### src/rtl/pipe_pkg.sv
// Shared definitions for the fetch-to-decode path: the decode NOP and the
// layout of a fetch packet when it is flattened into one storage word.
package pipe_pkg;

  // Widths used when a block is instantiated without overrides.
  localparam int XLEN_DEF    = 32;
  localparam int PC_BITS_DEF = 12;
  localparam int DEPTH_DEF   = 4;

  // addi r0,r0,0 -- what decode sees when there is no fetched instruction.
  localparam logic [31:0] NOP_INST = 32'h2000_0000;

  // Packet layout, MSB to LSB: {pc, inst, bp_taken, bp_target_pc}.
  function automatic int pkt_width(input int xlen, input int pc_bits);
    return pc_bits + xlen + 1 + pc_bits;
  endfunction

  function automatic int off_bp_target(input int pc_bits);
    return 0 * pc_bits;
  endfunction

  function automatic int off_bp_taken(input int pc_bits);
    return pc_bits;
  endfunction

  function automatic int off_inst(input int pc_bits);
    return pc_bits + 1;
  endfunction

  function automatic int off_pc(input int xlen, input int pc_bits);
    return pc_bits + 1 + xlen;
  endfunction

endpackage

### src/rtl/f_to_d_queue_if.sv
// Fetch/decode handshake bundle around the fetch-to-decode queue.
// master: the pipeline side (fetch drives packets, decode/EX drive control).
// slave:  the queue itself.
interface f_to_d_queue_if #(
  parameter int XLEN    = 32,
  parameter int PC_BITS = 12,
  parameter int DEPTH   = 4
);

  localparam int CNT_W = $clog2(DEPTH + 1);

  // Fetch side
  logic               F_valid;
  logic [PC_BITS-1:0] F_pc;
  logic [XLEN-1:0]    F_inst;
  logic               F_BP_taken;
  logic [PC_BITS-1:0] F_BP_target_pc;
  logic               F_ready;

  // Pipeline control
  logic               stall_D;
  logic               MEM_stall;
  logic               EX_taken;

  // Decode side
  logic               D_valid;
  logic [PC_BITS-1:0] D_pc;
  logic [XLEN-1:0]    D_inst;
  logic               D_BP_taken;
  logic [PC_BITS-1:0] D_BP_target_pc;
  logic [CNT_W-1:0]   count;

  modport master (
    output F_valid, F_pc, F_inst, F_BP_taken, F_BP_target_pc,
    output stall_D, MEM_stall, EX_taken,
    input  F_ready, D_valid, D_pc, D_inst, D_BP_taken, D_BP_target_pc, count
  );

  modport slave (
    input  F_valid, F_pc, F_inst, F_BP_taken, F_BP_target_pc,
    input  stall_D, MEM_stall, EX_taken,
    output F_ready, D_valid, D_pc, D_inst, D_BP_taken, D_BP_target_pc, count
  );

endinterface

### src/rtl/fq_storage.sv
// Packet storage for the fetch-to-decode queue: one synchronous write port,
// one asynchronous read port so the head is visible in the same cycle.
module fq_storage #(
  parameter int DEPTH  = 4,
  parameter int WIDTH  = 57,
  parameter int ADDR_W = $clog2(DEPTH)
) (
  input  logic              clk,
  input  logic              we,
  input  logic [ADDR_W-1:0] waddr,
  input  logic [WIDTH-1:0]  wdata,
  input  logic [ADDR_W-1:0] raddr,
  output logic [WIDTH-1:0]  rdata
);

  logic [WIDTH-1:0] mem [DEPTH];

  // Write the incoming packet into its slot.
  // NOTE: the array has no reset -- the occupancy counter decides which slots
  // are meaningful, so clearing the data would only cost reset fan-out.
  always_ff @(posedge clk) begin
    if (we) mem[waddr] <= wdata;
  end

  assign rdata = mem[raddr];

endmodule

### src/rtl/f_to_d_queue.sv
// Fetch-to-decode buffer: DEPTH-entry circular FIFO of fetch packets.
// Fetch pushes on F_valid & F_ready, decode pops the head unless stalled,
// and an EX redirect empties the queue in a single cycle.
module f_to_d_queue
  import pipe_pkg::*;
#(
  parameter int XLEN    = XLEN_DEF,
  parameter int PC_BITS = PC_BITS_DEF,
  parameter int DEPTH   = DEPTH_DEF
) (
  input logic          clk,
  input logic          rst,
  f_to_d_queue_if.slave fd
);

  localparam int CNT_W     = $clog2(DEPTH + 1);
  localparam int PTR_W     = $clog2(DEPTH);
  localparam int PKT_W     = pkt_width(XLEN, PC_BITS);
  localparam int OFF_TGT   = off_bp_target(PC_BITS);
  localparam int OFF_TAKEN = off_bp_taken(PC_BITS);
  localparam int OFF_INST  = off_inst(PC_BITS);
  localparam int OFF_PC    = off_pc(XLEN, PC_BITS);

  localparam logic [CNT_W-1:0] FULL_CNT = CNT_W'(DEPTH);

  logic [PTR_W-1:0] rd_ptr;
  logic [PTR_W-1:0] wr_ptr;
  logic [CNT_W-1:0] count_q;

  logic             ready;
  logic             head_valid;
  logic             enq;
  logic             deq;
  logic             wr_en;
  logic [PKT_W-1:0] wr_pkt;
  logic [PKT_W-1:0] head_pkt;

  // NOTE: ready and head_valid come straight from the counter register, so
  // fetch never sees a combinational path from a stall or a pop; a pop from
  // a full queue re-opens F_ready only on the following cycle.
  assign ready      = (count_q != FULL_CNT);
  assign head_valid = (count_q != '0);

  assign enq = fd.F_valid & ready;
  assign deq = head_valid & ~fd.stall_D & ~fd.MEM_stall;

  // A redirect drops a packet presented in the same cycle.
  assign wr_en  = enq & ~fd.EX_taken;
  assign wr_pkt = {fd.F_pc, fd.F_inst, fd.F_BP_taken, fd.F_BP_target_pc};

  fq_storage #(
    .DEPTH (DEPTH),
    .WIDTH (PKT_W),
    .ADDR_W(PTR_W)
  ) u_storage (
    .clk  (clk),
    .we   (wr_en),
    .waddr(wr_ptr),
    .wdata(wr_pkt),
    .raddr(rd_ptr),
    .rdata(head_pkt)
  );

  // Pointer and occupancy update: flush first, then independent push/pop.
  // Pointers are PTR_W bits wide, so with a power-of-two DEPTH they wrap on
  // their own and fullness is judged from the counter alone.
  // NOTE: sequential state uses non-blocking assignments so every register
  // in this block samples the pre-edge values of the others.
  always_ff @(posedge clk or posedge rst) begin
    if (rst) begin
      rd_ptr  <= '0;
      wr_ptr  <= '0;
      count_q <= '0;
    end else if (fd.EX_taken) begin
      rd_ptr  <= '0;
      wr_ptr  <= '0;
      count_q <= '0;
    end else begin
      if (enq) wr_ptr <= wr_ptr + PTR_W'(1);
      if (deq) rd_ptr <= rd_ptr + PTR_W'(1);
      case ({enq, deq})
        2'b10:   count_q <= count_q + CNT_W'(1);
        2'b01:   count_q <= count_q - CNT_W'(1);
        default: count_q <= count_q;
      endcase
    end
  end

  // Present the head packet, or a NOP bubble when the queue is empty.
  // NOTE: every output gets its idle value before the if, so no path through
  // this block leaves a signal unassigned and no latch is inferred.
  always_comb begin
    fd.D_pc           = '0;
    fd.D_inst         = XLEN'(NOP_INST);
    fd.D_BP_taken     = 1'b0;
    fd.D_BP_target_pc = '0;
    if (head_valid) begin
      fd.D_pc           = head_pkt[OFF_PC +: PC_BITS];
      fd.D_inst         = head_pkt[OFF_INST +: XLEN];
      fd.D_BP_taken     = head_pkt[OFF_TAKEN];
      fd.D_BP_target_pc = head_pkt[OFF_TGT +: PC_BITS];
    end
  end

  assign fd.D_valid = head_valid;
  assign fd.F_ready = ready;
  assign fd.count   = count_q;

endmodule
### src/flat_wrapper.sv
// flat-port wrapper written by rule: the top's interface ports become plain ports
module f_to_d_queue_flat import pipe_pkg::*;
#(
  parameter int XLEN    = XLEN_DEF,
  parameter int PC_BITS = PC_BITS_DEF,
  parameter int DEPTH   = DEPTH_DEF
)
  (clk, rst, fd_F_valid, fd_F_pc, fd_F_inst, fd_F_BP_taken, fd_F_BP_target_pc, fd_stall_D, fd_MEM_stall, fd_EX_taken, fd_F_ready, fd_D_valid, fd_D_pc, fd_D_inst, fd_D_BP_taken, fd_D_BP_target_pc, fd_count);
  f_to_d_queue_if #(.XLEN(XLEN), .PC_BITS(PC_BITS), .DEPTH(DEPTH)) fd_i ();
  input logic clk;
  input logic rst;
  input wire logic [$bits(fd_i.F_valid)-1:0] fd_F_valid;
  input wire logic [$bits(fd_i.F_pc)-1:0] fd_F_pc;
  input wire logic [$bits(fd_i.F_inst)-1:0] fd_F_inst;
  input wire logic [$bits(fd_i.F_BP_taken)-1:0] fd_F_BP_taken;
  input wire logic [$bits(fd_i.F_BP_target_pc)-1:0] fd_F_BP_target_pc;
  input wire logic [$bits(fd_i.stall_D)-1:0] fd_stall_D;
  input wire logic [$bits(fd_i.MEM_stall)-1:0] fd_MEM_stall;
  input wire logic [$bits(fd_i.EX_taken)-1:0] fd_EX_taken;
  output wire logic [$bits(fd_i.F_ready)-1:0] fd_F_ready;
  output wire logic [$bits(fd_i.D_valid)-1:0] fd_D_valid;
  output wire logic [$bits(fd_i.D_pc)-1:0] fd_D_pc;
  output wire logic [$bits(fd_i.D_inst)-1:0] fd_D_inst;
  output wire logic [$bits(fd_i.D_BP_taken)-1:0] fd_D_BP_taken;
  output wire logic [$bits(fd_i.D_BP_target_pc)-1:0] fd_D_BP_target_pc;
  output wire logic [$bits(fd_i.count)-1:0] fd_count;
  assign fd_i.F_valid = fd_F_valid;
  assign fd_i.F_pc = fd_F_pc;
  assign fd_i.F_inst = fd_F_inst;
  assign fd_i.F_BP_taken = fd_F_BP_taken;
  assign fd_i.F_BP_target_pc = fd_F_BP_target_pc;
  assign fd_i.stall_D = fd_stall_D;
  assign fd_i.MEM_stall = fd_MEM_stall;
  assign fd_i.EX_taken = fd_EX_taken;
  assign fd_F_ready = fd_i.F_ready;
  assign fd_D_valid = fd_i.D_valid;
  assign fd_D_pc = fd_i.D_pc;
  assign fd_D_inst = fd_i.D_inst;
  assign fd_D_BP_taken = fd_i.D_BP_taken;
  assign fd_D_BP_target_pc = fd_i.D_BP_target_pc;
  assign fd_count = fd_i.count;
  f_to_d_queue #(.XLEN(XLEN), .PC_BITS(PC_BITS), .DEPTH(DEPTH)) u_core (.clk(clk), .rst(rst), .fd(fd_i));
endmodule
### config.mk
export PLATFORM = sky130hd
export DESIGN_NAME = f_to_d_queue_flat
export DESIGN_NICKNAME = d
export VERILOG_FILES = /design/src/rtl/pipe_pkg.sv /design/src/rtl/f_to_d_queue_if.sv /design/src/rtl/fq_storage.sv /design/src/rtl/f_to_d_queue.sv /design/src/flat_wrapper.sv
export SDC_FILE = /design/constraint.sdc
export NUM_CORES = 1
export LEC_CHECK = 0
export BUFFER_PORTS_ARGS = -buffer_cell sky130_fd_sc_hd__buf_2
export CORE_UTILIZATION = 51
export CTS_CLUSTER_DIAMETER = 120
export DETAILED_ROUTE_END_ITERATION = 7
export PLACE_DENSITY = 0.75
export SETUP_SLACK_MARGIN = 0.05
export SKIP_LAST_GASP = 1
export SYNTH_ARGS = -nofsm -noshare
export SYNTH_HDL_FRONTEND = slang
export SYNTH_SLANG_ARGS = --single-unit
### constraint.sdc
create_clock -name clk -period 5.7 [get_ports clk]
set_input_delay 0.57 -clock clk [delete_from_list [all_inputs] [get_ports clk]]
set_output_delay 0.57 -clock clk [all_outputs]
set_load 0.01 [all_outputs]
Word level (Yosys, flattened, before mapping)
Memory sizes are Yosys's and may differ from the RTL's.
Cells that the tools add are included.
Operators by class
  bitwise logic cells: 7
  reductions and logical operators: 4
  $add $sub $neg: 4
  equal/unequal tests: 3
  mux-type cells: 12
Operator list (number)
  $mux 32: 1
  $mux 12: 2
  $mux 2: 4
  $pmux 3 s2: 1
  $reduce_bool 3->1: 2
  $add 2x1->2 const B: 2
  $and 1x1->1: 4
  $reduce_bool 2->1: 2
  $add 3x1->3 const B: 1
  $mux 1: 3
  $mux 3: 1
  $ne 3x3->1 const B: 1
  $not 1->1: 3
  $sub 3x1->3 const B: 1
  $eq 2x1->1 const B: 1
  $eq 2x2->1 const B: 1
Storage, ports and cells
  memories: 1
  input port bits: 63
  memory bits (writable): 228
  word-level logic and storage cells: 34
  register bits after elaboration: 7
  output and inout port bits: 62
Memories
  u_core.u_storage.mem: depth 4, width 57, rd ports 1, clocked after memory_dff 0, write ports 1, RTL line fq_storage.sv:16  | logic [WIDTH-1:0] mem [DEPTH];

Logic depth before layout (Yosys ltp)
  depth in word-level cells: 6
  mapped depth: 9
  gate-level depth less buffers: 8

Hierarchy
From an unflattened synthesis, not the netlist that was laid out.
Second synthesis, totals
  cell total of the unflattened synthesis: 408
  area total of the unflattened synthesis: 9106.2 um^2
By module, submodules not included
  fq_storage: seq. area each 6846.6 um^2, cells an instance 301, instances 1, area an instance 8249.2 um^2
  f_to_d_queue: seq. area each 175.2 um^2, cells an instance 107, instances 1, area an instance 857.1 um^2

Worst setup path after synthesis
Ideal clock, no wire load.
  path type: flip-flop to flip-flop
  start point: register u_core.count_q[2], in the netlist u_core.fd.count[2]
  end point: memory u_core.u_storage.mem[0][0] (enable)
  path buffers: 1
  setup time: 421 ps
  setup slack: 2845 ps
  data arrival time: 2434 ps
  clock period less this slack: 2855 ps
  required time: 5279 ps
  cell stages (with the launch flop): 6
  cells stage by stage: dfrtp_1 -> or3b_1 -> buf_2 -> nand2_1 -> nor2_1 -> and2_1
Between the ends
  word-level cells in the longest chain between the ends: 5
Ends and longest elaborated chain
  start: declaration: RTL line f_to_d_queue.sv:28  | logic [CNT_W-1:0] count_q;
  start signal: assignment: RTL line f_to_d_queue.sv:82  | 2'b10: count_q <= count_q + CNT_W'(1);
  start signal: assignment: RTL line f_to_d_queue.sv:83  | 2'b01: count_q <= count_q - CNT_W'(1);
  start signal: assignment: RTL line f_to_d_queue.sv:84  | default: count_q <= count_q;
  $ne 3x3->1: RTL line f_to_d_queue.sv:41  | assign ready = (count_q != FULL_CNT);
  net fd_F_ready: RTL line flat_wrapper.sv:20  | output wire logic [$bits(fd_i.F_ready)-1:0] fd_F_ready;
  $and 1x1->1: RTL line f_to_d_queue.sv:44  | assign enq = fd.F_valid & ready;
  $and 1x1->1: RTL line f_to_d_queue.sv:48  | assign wr_en = enq & ~fd.EX_taken;
  $mux 1: RTL line fq_storage.sv:22  | if (we) mem[waddr] <= wdata;
  $mux 1 (implied by the code): RTL line fq_storage.sv:22
  end: declaration: RTL line fq_storage.sv:16
The timed path passes the listed nets, and every way through them passes these cells.

Worst setup path in the final report
  start point: register u_core.rd_ptr[0]
  end point: output fd_D_pc[9]
Between the ends
  word-level cells in the longest chain between the ends: 2
Ends and longest elaborated chain
  start: declaration: RTL line f_to_d_queue.sv:26  | logic [PTR_W-1:0] rd_ptr;
  start signal: assignment: RTL line f_to_d_queue.sv:80  | if (deq) rd_ptr <= rd_ptr + PTR_W'(1);
  $mem_v2 4x57
  $mux 12: RTL line f_to_d_queue.sv:97  | if (head_valid) begin
  end: declaration: RTL line flat_wrapper.sv:22  | output wire logic [$bits(fd_i.D_pc)-1:0] fd_D_pc;
No other way between the ends.

==> report_table.html <==
<table>
<tr><th>Metric</th><th>Value</th></tr>
<tr><th colspan="2">Die</th></tr>
<tr><td>Width of the chip</td><td>around 140 um</td></tr>
<tr><td>Die area</td><td>0.01839 mm^2</td></tr>
<tr><td>Starting Density</td><td>0.5244</td></tr>
<tr><td>Core Region</td><td>0.01736 mm^2</td></tr>
<tr><td># rows</td><td>48</td></tr>
<tr><td>I/O pin count</td><td>125</td></tr>
<tr><td>Die Height</td><td>between 100 and 150 um</td></tr>
<tr><th colspan="2">Critical path</th></tr>
<tr><td>Critical path's slowest cell</td><td>sky130_fd_sc_hd__dfrtp_4</td></tr>
<tr><td>Data arrival time of the worst path</td><td>2860 ps</td></tr>
<tr><td>Type of the worst setup path</td><td>reg2out</td></tr>
<tr><td>Maximum fanout encountered on the critical timing path</td><td>32</td></tr>
<tr><td>CP peak stage delay</td><td>820 ps</td></tr>
<tr><td>Cell chain of the critical path</td><td>buf_4 &gt; mux4_2 &gt; and2_1 &gt; buf_2</td></tr>
<tr><td>Required time of the critical path</td><td>5130 ps</td></tr>
<tr><td>Category of the worst setup path launch point</td><td>register</td></tr>
<tr><td>Endpoint kind of the worst setup timing path</td><td>output pin</td></tr>
<tr><th colspan="2">Finish</th></tr>
<tr><td>End-of-flow core utilization</td><td>0.6157</td></tr>
<tr><td>Relative area change from synthesis to final layout</td><td>17.40%</td></tr>
<tr><td>Number of antenna cells inserted</td><td>0</td></tr>
<tr><td>Net count, final</td><td>roughly 620</td></tr>
<tr><td>Ratio of cells with drive above 1 in the final layout</td><td>0.4025</td></tr>
<tr><td>Final-layout fill cell count</td><td>1215</td></tr>
<tr><th colspan="2">CTS</th></tr>
<tr><td>Post-CTS Hold Fix Bufs</td><td>0</td></tr>
<tr><td>Clock buffer count from CTS</td><td>24</td></tr>
<tr><td>Post CTS Setup Buffer Count</td><td>0</td></tr>
<tr><td>H-tree lvl count</td><td>1</td></tr>
<tr><td>Clock-pin slew on the worst setup and hold paths</td><td>60 ps</td></tr>
<tr><td>CTS Sinks</td><td>235</td></tr>
<tr><td>Master cell of the clock root buffer</td><td>sky130_fd_sc_hd__clkbuf_16</td></tr>
<tr><td>CTS tree</td><td>done</td></tr>
<tr><td>Insertion delay of the later-clocked pin in the worst-skew pair</td><td>500 ps</td></tr>
<tr><td>Clock tree buffer depth</td><td>3</td></tr>
<tr><td>Total of cells resized after clock tree synthesis</td><td>0</td></tr>
<tr><th colspan="2">Hold path</th></tr>
<tr><td>Hold Crit Class</td><td>in2async</td></tr>
<tr><th colspan="2">Power and ir drop</th></tr>
<tr><td>Share of total power in sequential cells</td><td>0.507</td></tr>
<tr><td>Sw Pwr</td><td>between 0.9 and 1 mW</td></tr>
<tr><td>Comb power frac</td><td>0.134</td></tr>
<tr><td>Internal power</td><td>3.030 mW</td></tr>
<tr><td>Worst ir drop on vdd</td><td>325.2 uV</td></tr>
<tr><td>Clock group share of total power</td><td>0.359</td></tr>
<tr><td>Power density normalized to cell area</td><td>370.2 mW/mm^2</td></tr>
<tr><td>Net switching fraction of the power</td><td>0.2339</td></tr>
<tr><td>Leakage power figure</td><td>3.682 nW</td></tr>
<tr><th colspan="2">Global route</th></tr>
<tr><td>Total Routing Usage GR</td><td>0.1860</td></tr>
<tr><td>Largest net degree at the start of global routing</td><td>60</td></tr>
<tr><td>First-pass GRT wire length</td><td>25500 um</td></tr>
<tr><td>Grt total ovfl</td><td>0</td></tr>
<tr><td>Number of global-route vias before repair</td><td>4665</td></tr>
<tr><td>Number of antenna violations at the first check in global routing</td><td>2</td></tr>
<tr><th colspan="2">STA</th></tr>
<tr><td>Setup TNS</td><td>0 ps</td></tr>
<tr><td>Number of slew-limit violations in the final report</td><td>0</td></tr>
<tr><td>Setup repair after global routing missed its margin</td><td>no</td></tr>
<tr><td>Relative slew slack</td><td>0.4483</td></tr>
<tr><td>Tcrit/Tclk final</td><td>0.6009</td></tr>
<tr><td>Final Hold Viols</td><td>0</td></tr>
<tr><td>Final min period</td><td>3425 ps</td></tr>
<tr><td>Endpoints failing setup</td><td>0</td></tr>
<tr><td>Final worst clock skew</td><td>9.280 ps</td></tr>
<tr><td>F_max</td><td>a little under 300 MHz</td></tr>
<tr><td>Slew of the pin with the lowest slew margin</td><td>827.5 ps</td></tr>
<tr><th colspan="2">Yosys</th></tr>
<tr><td>Mean instance size in the synthesized netlist</td><td>21.78 um^2</td></tr>
<tr><td>Cells after synthesis</td><td>~420</td></tr>
<tr><td>Count of cell types in the netlist</td><td>30</td></tr>
<tr><td>Area of the mapped netlist</td><td>0.009102 mm^2</td></tr>
<tr><td>Fraction of post-synthesis cell area in the top cell type by area</td><td>0.7522</td></tr>
<tr><td>Net count after synthesis</td><td>around 490</td></tr>
<tr><td>Count of synthesis-stage warnings from yosys</td><td>0</td></tr>
<tr><td>Most area-consuming cells after synthesis</td><td>sky130_fd_sc_hd__edfxtp_1, sky130_fd_sc_hd__mux4_2, sky130_fd_sc_hd__and2_1, sky130_fd_sc_hd__dfrtp_1, sky130_fd_sc_hd__ha_1</td></tr>
<tr><td>Cell taking the most area after synthesis</td><td>sky130_fd_sc_hd__edfxtp_1</td></tr>
<tr><td>Sequential area share after synthesis</td><td>0.7714</td></tr>
<tr><td>Flop and latch count out of synthesis</td><td>235</td></tr>
<tr><th colspan="2">Detailed routing</th></tr>
<tr><td>Detailed Route WL</td><td>about 17000 um</td></tr>
<tr><td>Pre-Repair DR Iteration Count</td><td>6</td></tr>
<tr><td>Vias/cell</td><td>between 5 and 6</td></tr>
<tr><td>Antenna Violating Nets Remaining</td><td>0</td></tr>
<tr><td>DRT iter0 DRCs</td><td>346</td></tr>
<tr><td>Routed via count</td><td>roughly 4400</td></tr>
<tr><td>Average routed wire per standard cell</td><td>20.95 um</td></tr>
<tr><td>Post-detailed-route DRC marker count</td><td>0</td></tr>
<tr><th colspan="2">Run status</th></tr>
<tr><td>Outcome</td><td>completed</td></tr>
<tr><th colspan="2">Place</th></tr>
<tr><td>Number of buffers added on ports</td><td>124</td></tr>
<tr><td>Post-DP HPWL</td><td>9908 um</td></tr>
<tr><td>Placer's final routability congestion estimate</td><td>0.6851</td></tr>
<tr><th colspan="2">Run</th></tr>
<tr><td>Max-cap violation count</td><td>0</td></tr>
</table>
-- area by class of cell --
class                           count  area [um^2]  area share
Inverter                            4        15.01    0.001405
Multi-Input combinational cell    157         1972      0.1845
Clock buffer                       32        630.6     0.05901
Tap cell                          225        281.5     0.02634
Clock inverter                     10        87.58    0.008196
Timing Repair Buffer              131        673.1     0.06299
Sequential cell                   235         7027      0.6575
-- power groups by stage --
| stage | clock (mW) | combinational (mW) | sequential [mW] |
|---|---|---|---|
| 2_1_floorplan | 0 | 0.339 | 2.02 |
| 3_3_place_gp | 0 | 0.533 | 2.04 |
| 3_5_place_dp | 0 | 0.540 | 2.04 |
| 4_1_cts | 1.45 | 0.543 | 2.01 |
| 5_1_grt | 1.52 | 0.578 | 2.01 |
| 6_report | 1.42 | 0.531 | 2.00 |
-- critical path: cells and delay by family, from the launching register on --
family	cells	cell delay [ps]
AND/OR/NAND/NOR	1	180
buffers and inverters	2	750
multiplexers	1	570
flip-flops	1	820
-- metrics by stage --
step                cells  hold slack [ps]  area (um^2)  setup slack [ps]  total power, mW
global route          794            20.23        10690              2020            4.109
global placement      752            530.6         9968              2681            2.569
detailed placement    752            543.3         9968              2695            2.583
floorplan             418            373.4         9102              2845            2.358
finish                794            5.551        10690              2275            3.956
CTS                   794            12.92        10690              2160            4.003
-- cells in the mapped netlist, drive strengths merged --
library cell	number
buf	12
nor2b	1
nand2	3
mux2	1
clkbuf	10
nor2	9
o21ai	1
mux2i	2
nand3	2
inv	4
or3b	1
xor2	2
o2111a	1
mux4	57
nand2b	2
xnor2	1
a221oi	1
ha	4
nor3b	1
dfrtp	7
a2111oi	1
fa	1
nor3	2
or2	2
edfxtp	228
a21oi	2
and2	60
-- kinds of logic (layout without fill, tap and decap cells) --
group / count (synthesis) / after routing / share of synthesized area
multiplexers: 60 / 60 / 0.1445
adder cells (fa/ha/maj): 5 / 5 / 0.007698
XOR/XNOR: 3 / 3 / 0.002887
AO/OA/AOI/OAI: 6 / 6 / 0.006873
buffers and inverters: 26 / 177 / 0.01251
AND/OR/NAND/NOR: 83 / 83 / 0.05416
flip-flops: 235 / 235 / 0.7714
-- sequential cells by signal, summed over array words and instances, names as in the netlist --
register	cells
u_core.u_storage.mem	228
u_core.fd.count	3
u_core.rd_ptr	2
u_core.wr_ptr	2
-- final timing paths --
check | startpoint | depth (start not counted) | slack (ps) | endpoint
setup / recovery | u_core.rd_ptr[0] | 4 | 2270 | fd_D_pc[9]
hold / removal | rst | 2 | 6 | u_core.fd.count[0]
setup reg to reg | u_core.fd.count[1] | 9 | 2760 | u_core.fd.count[2]
hold reg to reg | u_core.wr_ptr[1] | 2 | 610 | u_core.wr_ptr[1]
max in group asynchronous | rst | 2 | 5430 | u_core.rd_ptr[0]
min in group clk | fd_F_BP_target_pc[6] | 1 | 280 | u_core.u_storage.mem[3][6]
-- per-layer routing --
| layer | share of wire | track usage |
|---|---|---|
| met1 | 0.43 | 0.2521 |
| met2 | 0.50 | 0.3098 |
| met3 | 0.064 | 0.04377 |
| met4 | 0.014 | 0.03745 |
| met5 | 0.00048 | 0 |
-- cell usage in the layout (no fill, tap or decap) --
cell and n:
sky130_fd_sc_hd__xnor2_1 1, sky130_fd_sc_hd__a21oi_1 2, sky130_fd_sc_hd__and2_2 4, sky130_fd_sc_hd__nor3b_2 1, sky130_fd_sc_hd__clkinvlp_4 1, sky130_fd_sc_hd__a221oi_1 1, sky130_fd_sc_hd__nand2_1 3, sky130_fd_sc_hd__inv_6 1
sky130_fd_sc_hd__nor3_1 2, sky130_fd_sc_hd__dfrtp_2 1, sky130_fd_sc_hd__o2111a_1 1, sky130_fd_sc_hd__fa_1 1, sky130_fd_sc_hd__nand2b_1 2, sky130_fd_sc_hd__mux2i_1 2, sky130_fd_sc_hd__dfrtp_4 1, sky130_fd_sc_hd__clkinv_2 2
sky130_fd_sc_hd__buf_2 124, sky130_fd_sc_hd__mux4_2 57, sky130_fd_sc_hd__xor2_1 2, sky130_fd_sc_hd__bufinv_16 1, sky130_fd_sc_hd__nor2_1 9, sky130_fd_sc_hd__o21ai_0 1, sky130_fd_sc_hd__ha_1 4, sky130_fd_sc_hd__or2_2 2
sky130_fd_sc_hd__clkbuf_16 24, sky130_fd_sc_hd__or3b_1 1, sky130_fd_sc_hd__nand3_1 2, sky130_fd_sc_hd__and2_1 56, sky130_fd_sc_hd__a2111oi_4 1, sky130_fd_sc_hd__clkinv_8 1, sky130_fd_sc_hd__edfxtp_1 228, sky130_fd_sc_hd__buf_4 7
sky130_fd_sc_hd__nor2b_1 1, sky130_fd_sc_hd__clkbuf_1 8, sky130_fd_sc_hd__mux2_2 1, sky130_fd_sc_hd__inv_1 3, sky130_fd_sc_hd__clkinv_1 5, sky130_fd_sc_hd__dfrtp_1 5
Power figures use the tool's default switching activity.
